File: src/rtl/serial_cla_subtractor.sv
// serial_cla_subtractor: multi-cycle DIGIT-per-clock lookahead subtractor (optional add mode via ADDSUB_MODE_EN)
module serial_cla_subtractor #(
   parameter int WIDTH = 16,
   parameter int DIGIT = 4
) (
   input  logic             clk,
   input  logic             rst,
   input  logic             in_valid,
   output logic             in_ready,
   input  logic [WIDTH-1:0] a,
   input  logic [WIDTH-1:0] b,
   input  logic             b_in,
`ifdef ADDSUB_MODE_EN
   input  logic             op,
`endif
   output logic             out_valid,
   input  logic             out_ready,
   output logic [WIDTH-1:0] diff,
   output logic             b_out,
   output logic             overflow,
   output logic             zero
);
   localparam int N = WIDTH / DIGIT;
   localparam int CW = (N > 1) ? $clog2(N) : 1;
   localparam int MSB = WIDTH - 1;
   localparam logic [CW-1:0] LAST = CW'(N - 1);

   typedef enum logic [1:0] {IDLE, RUN, DONE} state_t;

   state_t           r_state, w_next;
   logic [WIDTH-1:0] r_a, r_b, r_diff;
   logic [CW-1:0]    r_cnt;
   logic             r_brw, r_bout, r_ovf, r_zero;
   logic             w_op, w_accept, w_last, w_cin, w_gg, w_pp, w_brw_next, w_ovf_full;
   logic [DIGIT-1:0] w_x, w_y, w_g, w_p, w_sum;
   logic [DIGIT:0]   w_c;
   logic [WIDTH-1:0] w_diff_full;

`ifdef ADDSUB_MODE_EN
   logic r_op;
   // operation select is captured alongside the operands
   always_ff @(posedge clk) begin
      if (rst) r_op <= 1'b0;
      else if (w_accept) r_op <= op;
   end
   assign w_op = r_op;
`else
   assign w_op = 1'b0;
`endif

   // state register
   always_ff @(posedge clk) begin
      if (rst) r_state <= IDLE;
      else r_state <= w_next;
   end

   // next-state and handshake outputs
   always_comb begin
      w_accept = (r_state == IDLE) && in_valid;
      w_last = r_cnt == LAST;
      w_next = r_state;
      if (w_accept) w_next = RUN;
      else if (r_state == RUN && w_last) w_next = DONE;
      else if (r_state == DONE && out_ready) w_next = IDLE;
      in_ready = r_state == IDLE;
      out_valid = r_state == DONE;
   end

   // one lookahead slice: subtraction is a + ~b + ~borrow, addition is a + b + carry
   always_comb begin
      w_x = r_a[r_cnt*DIGIT +: DIGIT];
      w_y = w_op ? r_b[r_cnt*DIGIT +: DIGIT] : ~r_b[r_cnt*DIGIT +: DIGIT];
      w_cin = w_op ? r_brw : ~r_brw;
      w_g = w_x & w_y;
      w_p = w_x ^ w_y;
      w_c = '0;
      w_c[0] = w_cin;
      w_gg = 1'b0;
      w_pp = 1'b1;
      for (int i = 0; i < DIGIT; i++) begin
         w_gg = 1'b0;
         w_pp = 1'b1;
         for (int j = i; j >= 0; j--) begin
            w_gg = w_gg | (w_g[j] & w_pp);
            w_pp = w_pp & w_p[j];
         end
         w_c[i+1] = w_gg | (w_pp & w_cin);
      end
      w_sum = w_p ^ w_c[DIGIT-1:0];
      w_brw_next = w_op ? w_c[DIGIT] : ~w_c[DIGIT];
      w_diff_full = r_diff;
      w_diff_full[r_cnt*DIGIT +: DIGIT] = w_sum;
      w_ovf_full = w_op ? (r_a[MSB] == r_b[MSB]) && (w_diff_full[MSB] != r_a[MSB])
                        : (r_a[MSB] != r_b[MSB]) && (w_diff_full[MSB] != r_a[MSB]);
   end

   // operand capture, slice accumulation, and flag registration on the final slice
   always_ff @(posedge clk) begin
      if (rst) begin
         r_a <= '0;
         r_b <= '0;
         r_diff <= '0;
         r_cnt <= '0;
         r_brw <= 1'b0;
         r_bout <= 1'b0;
         r_ovf <= 1'b0;
         r_zero <= 1'b0;
      end else if (w_accept) begin
         r_a <= a;
         r_b <= b;
         r_brw <= b_in;
         r_cnt <= '0;
      end else if (r_state == RUN) begin
         r_diff <= w_diff_full;
         r_brw <= w_brw_next;
         r_cnt <= r_cnt + 1'b1;
         if (w_last) begin
            r_bout <= w_brw_next;
            r_ovf <= w_ovf_full;
            r_zero <= ~|w_diff_full;
         end
      end
   end

   assign diff = r_diff;
   assign b_out = r_bout;
   assign overflow = r_ovf;
   assign zero = r_zero;
endmodule

File: config.mk
export PLATFORM = sky130hd
export DESIGN_NAME = serial_cla_subtractor
export DESIGN_NICKNAME = d
export VERILOG_FILES = /design/src/rtl/serial_cla_subtractor.sv
export SDC_FILE = /design/constraint.sdc
export NUM_CORES = 1
export LEC_CHECK = 0
export BUFFER_PORTS_ARGS = -buffer_cell sky130_fd_sc_hd__buf_2
export CORE_MARGIN = 4
export CORE_UTILIZATION = 58
export CTS_CLUSTER_SIZE = 14
export DETAILED_ROUTE_END_ITERATION = 7
export HOLD_SLACK_MARGIN = 0.08
export PLACE_DENSITY = 0.85
export SLEW_MARGIN = 20
export SYNTH_ARGS = -nofsm -noshare
export SYNTH_HDL_FRONTEND = slang
export SYNTH_SLANG_ARGS = --single-unit
File: constraint.sdc
create_clock -name clk -period 5 [get_ports clk]
set_input_delay 0.5 -clock clk [delete_from_list [all_inputs] [get_ports clk]]
set_output_delay 0.5 -clock clk [all_outputs]
set_load 0.005 [all_outputs]
=== Word level (Yosys, flattened, before mapping) ===
Index checks and enable logic that the tools add are counted.

* Word-level logic and storage cells: 73
* Memories: 0
* Output and inout bits: 21
* Bits in read-only memories: 0
* Register bits: 56
* Bits in latches: 0
* Input bits: 37
* RAM bits: 0

* Div/mod/pow operators: 0
* Add/subtract/negate cells: 2
* Muxes and demuxes: 6
* Bitwise logic cells: 33
* Eq/ne operators: 5
* Reductions and logical operators: 13
* Multiply operators: 0
* Shifts and indexed selects: 4
* Magnitude comparators: 0

{| class="wikitable"
|+ Operators by type and width
! cell !! number
|-
| negation 4 -> 34 bit || 1
|-
| variable shift 4 x 34 -> 16 bit (first input constant) || 1
|-
| variable part select 4 x 34 -> 16 bit || 1
|-
| variable part select 16 x 5 -> 4 bit || 2
|-
| AND 1 bit || 16
|-
| bitwise mux 16 bit || 1
|-
| OR reduction 16 bit || 1
|-
| OR 1 bit || 10
|-
| XOR 4 bit || 2
|-
| AND 4 bit || 1
|-
| equality test 2 bit (second input constant) || 2
|-
| logical AND 1 bit || 4
|-
| two-way mux 2 bit || 2
|-
| inverter 4 bit || 1
|-
| nonzero test 2 bit || 2
|-
| two-way mux 1 bit || 3
|-
| inverter 1 bit || 3
|-
| AND reduction 3 bit || 1
|-
| nonzero test 3 bit || 1
|-
| adder 2 x 1 -> 2 bit (second input constant) || 1
|-
| equality test 2 x 1 -> 1 bit (second input constant) || 1
|-
| logical NOT 2 bit || 1
|-
| != test 1 bit || 2
|-
| AND reduction 2 bit || 1
|-
| other kinds (2) || 2
|}

=== Longest topological paths before layout ===
* Depth in word-level cells: 12
* Depth in mapped cells: 10
* Depth with buffers taken out: 8

=== Least setup slack after synthesis ===
OpenSTA, ideal clock, no wires.

* Path kind: register to register
* From: register r_cnt[1]
* To: register r_ovf (netlist: overflow)
* Library setup time: 0.132 ns
* Cell stages (with the launch flop): 10
* Data arrival time: 2.559 ns
* Clock period less this slack: 2.692 ns
* Required time: 4.868 ns
* Setup slack: 2.308 ns
* Cells stage by stage: dfxtp_1 clkbuf_1 mux4_2 inv_1 ha_1 nor2b_1 o2111a_1 a211oi_2 a311o_1 a211oi_2

* Word-level cells in the longest chain between the ends: 12
* Elaborated cells on any way between the ends: 29
* Classes of those cells: 1 x add/sub; 2 x eq/ne; 4 x shift; 1 x mux; 19 x bitwise; 2 x reduce/logical

{| class="wikitable"
|+ Ends and longest elaborated chain
! item !! RTL line !! text
|-
| start, declared || 32 || <nowiki>logic [CW-1:0] r_cnt;</nowiki>
|-
| start signal, assigned || 116 || <nowiki>r_cnt <= r_cnt + 1'b1;</nowiki>
|-
| variable part select 16 x 5 -> 4 bit || 72 || <nowiki>w_y = w_op ? r_b[r_cnt*DIGIT +: DIGIT] : ~r_b[r_cnt*DIGIT +: DIGIT];</nowiki>
|-
| inverter 4 bit || 72 ||
|-
| AND 4 bit / XOR 4 bit (equally long branches) || 74, 75 ||
|-
| AND 1 bit, on equally long branches || 84, 85 ||
|-
| OR 1 bit (tied with other cells) || 84 || <nowiki>w_gg = w_gg | (w_g[j] & w_pp);</nowiki>
|-
| OR 1 bit / AND 1 bit (equally long branches) || 84, 87 ||
|-
| OR 1 bit || 87 || <nowiki>w_c[i+1] = w_gg | (w_pp & w_cin);</nowiki>
|-
| XOR 4 bit || 89 || <nowiki>w_sum = w_p ^ w_c[DIGIT-1:0];</nowiki>
|-
| variable part select 4 x 34 -> 16 bit || 92 || <nowiki>w_diff_full[r_cnt*DIGIT +: DIGIT] = w_sum;</nowiki>
|-
| bitwise mux 16 bit || 92 ||
|-
| != test 1 bit || 94 || <nowiki>: (r_a[MSB] != r_b[MSB]) && (w_diff_full[MSB] != r_a[MSB]);</nowiki>
|-
| logical AND 1 bit || 94 ||
|-
| end signal, assigned || 119 || <nowiki>r_ovf <= w_ovf_full;</nowiki>
|-
| end, declared || 33 || <nowiki>logic r_brw, r_bout, r_ovf, r_zero;</nowiki>
|}

Several ways; a longest one is shown, not always the timed one.
A chain may end at the register's enable or synchronous reset.

=== Worst setup path after layout ===
* From: register r_cnt[0]
* To: register r_ovf (netlist: overflow)

The elaborated chain is that of the path after synthesis.

==> flow_metrics.py <==
metrics = {
    "cts": {
        "clkTransAtPathRegs_ps": 100,
        "clock_latency_ps": 310,
        "cts-root-buf": "clkbuf_8",
        "postCtsSetupBuffers": 0,
        "clock-sinks": 56,
        "cts_tree": "built",
        "cts_max_level": 2,
        "numCtsBuffers": 5,
        "clockBufferDepth": 2,
        "ctsHoldBuffers": 0,
        "cts_resized": 0,
    },
    "synthesis": {
        "synth.cell_area_mm2": 0.00259,
        "ys_ff_latch": 56,
        "synthCells": 305,
        "syn_area_per_cell_um2": 8.50,
        "async_flop_share": 0,
        "syn_nets": 352,
        "synth_flop_cell": "dfxtp_1",
        "synth.lib_cells_used.distinct": 41,
        "ys_warn_count": 0,
        "synth_edf_count": 0,
        "ys_seq_area_frac": 0.432,
    },
    "placed_design": {
        "place_inst": 396,
        "gp_congestion": 0.863,
        "portBuffers": 57,
        "hpwl_um": 4080,
        "dpl_cell_area_mm2": 0.00287,
    },
    "global_routing": {
        "antenna_found_initial": 0,
        "track_usage": 0.219,
        "grt_max_degree": 58,
        "gr-total-overflow": 0,
        "grt_pass1_vias": 2181,
        "grt_pass1_wl_um": 9540,
    },
    "route": {
        "wirelength_um": 5630,
        "vias": 2242,
        "ant_nets": 0,
        "drc": 0,
        "first_iter_violations": 144,
        "wl_per_cell_um": 13.9,
        "vias_per_cell": 5.55,
        "first_pass_iters": 4,
    },
    "sta": {
        "finalCritPeriodShare": 0.622,
        "finalClockSkew_ps": 6.70,
        "setup_tns_ps": 0,
        "rsz0062_at_grt": "false",
        "hold_viol": 0,
        "timing.fmax_mhz": 322,
        "worstMarginPinSlew_ps": 1040,
        "fin_crit_ps": 3110,
        "slew_headroom": 0.303,
        "setup-violations-final": 0,
        "finalMaxSlewViolations": 0,
    },
    "power": {
        "switching_share": 0.287,
        "power_density_mw_per_mm2": 309,
        "peakVddDrop_v": 0.000175,
        "p_switching_w": 0.000263,
        "p_int_w": 0.000654,
        "seqPwrFrac": 0.530,
        "p_leak_nw": 1.20,
        "power_frac_clock": 0.284,
        "combPwrFrac": 0.187,
        "p_total_w": 0.000917,
    },
    "floorplan": {
        "die_w_um": 74.9,
        "die_height_um": 74.9,
        "ios": 58,
        "dieArea_mm2": 0.00561,
        "start_util": 0.596,
        "fp-row-count": 24,
        "core-area_mm2": 0.00435,
    },
    "setup_path": {
        "critPathArrivalTime_ps": 3260,
        "cp_max_fo": 17,
        "max_stage_delay_ps": 820,
        "critPathLaunchType": "register",
        "cp-end-kind": "register",
        "cp_top_family": "compound AO/OA/AOI/OAI gates",
        "slowest_stage": "dfxtp_1",
        "crit_top_cell": "a211oi_2",
        "cp.depth": 7,
        "cp_cell_sequence": "mux4_2 -> ha_1 -> nor2b_1 -> o2111a_1 -> a211oi_2 -> a311o_1 -> a211oi_2",
        "cp.required_ps": 5150,
        "critical_path_class": "reg -> reg",
        "crit_buf_inv": 0,
        "reg2regPathDepth": 7,
    },
    "worst_hold_path": {
        "whs_path_depth": 3,
        "worstHoldPathType": "in -> reg",
    },
    "run": {
        "maxCapViolCount": 0,
    },
    "cells_and_area": {
        "final-seq-area_mm2": 0.00112,
        "final_cell_mix": "nand2_1, buf_2, dfxtp_1, a21oi_1, nor2_1",
        "syn_to_final_growth_pct": 14.4,
        "fin_nets": 398,
        "antenna_cells": 0,
        "instances_no_fill": 404,
        "fillers": 367,
        "stdcell_area_mm2": 0.00297,
        "drive_above_1_share": 0.230,
        "multi_input_area_mm2": 0.00136,
        "final_common_cell": "nand2_1",
    },
    "outcome": {
        "status": "finished clean",
    },
}
## synthesized netlist by cell type (3+ instances only)
cell type  instances  area share
buf_2              8       0.015
nor3b_1            3      0.0087
nor4_1             3      0.0072
clkbuf_1           9       0.013
a21oi_1           43       0.083
nor2_1            24       0.035
nand2_1           71        0.10
o21ai_0            3      0.0058
mux4_2             8       0.069
dfxtp_1           56        0.43
nand4_1            3      0.0072
a22oi_1           12       0.035
nor2b_1            5       0.012
nand3b_1           4       0.012
nor3_1             4      0.0077
inv_1              9       0.013
ha_1               9       0.043
## per-stage QoR
step	hold slack [ps]	setup WS, ps	util
2_1_floorplan	433	2310	-
3_3_place_gp	440	1940	0.659
3_5_place_dp	446	1880	0.659
4_1_cts	406	1870	0.681
5_1_grt	413	1620	0.681
6_report	416	1890	0.681
## area by class of cell
class | instances | share of cell area
Inverter | 9 | 0.0114
Multi-Input combinational cell | 221 | 0.458
Timing Repair Buffer | 58 | 0.0987
Clock buffer | 6 | 0.0278
Tap cell | 52 | 0.0219
Sequential cell | 56 | 0.378
Clock inverter | 2 | 0.00464
## sequential cells by signal (all words and copies together), names as in the netlist
signal,cells
b_out,1
diff,16
overflow,1
r_a,16
r_b,16
r_brw,1
r_cnt,2
r_state,2
zero,1
## worst min-delay path: cells and delay by family
family	cells	cell delay (ps)
AO/OA/AOI/OAI	1	50
buffers and inverters	1	90
AND/OR/NAND/NOR	1	40
## power by group through the flow
stage               Combinational, W  Clock, W  Sequential (W)
finish                      0.000171  0.000260        0.000485
global route                0.000193  0.000283        0.000490
CTS                         0.000172  0.000268        0.000486
detailed placement          0.000171         0        0.000496
global placement            0.000166         0        0.000495
floorplan                   0.000130         0        0.000488
## cells by family after synthesis
group / count (synthesis) / synth area share
compound gates: 70 / 0.165
xor+xnor: 3 / 0.0101
fa+ha+maj: 10 / 0.0511
buf+inv: 28 / 0.0449
flops: 56 / 0.432
mux: 9 / 0.0733
simple gates: 129 / 0.223
## worst paths after layout
check,startpoint,endpoint,slack (ps)
min reg2reg,b_out$_SDFFE_PP0P_,b_out$_SDFFE_PP0P_,460
max reg2reg,r_cnt[0]$_SDFFE_PP0P_,overflow$_SDFFE_PP0P_,1890
max,r_cnt[0]$_SDFFE_PP0P_,overflow$_SDFFE_PP0P_,1890
min,a[13],r_a[13]$_SDFFE_PP0P_,420
## layer usage
layer | wire, um | part of all wire | vias to the layer above | GRT usage
met3 | 266 | 0.047 | 8 | 0.0454
li1 | - | - | 1144 | -
met2 | 2820 | 0.50 | 56 | 0.374
met4 | 97 | 0.017 | 0 | 0.0889
met1 | 2450 | 0.44 | 1034 | 0.269
met5 | 0 | 0 | - | 0
Power figures use the tool's default switching activity.
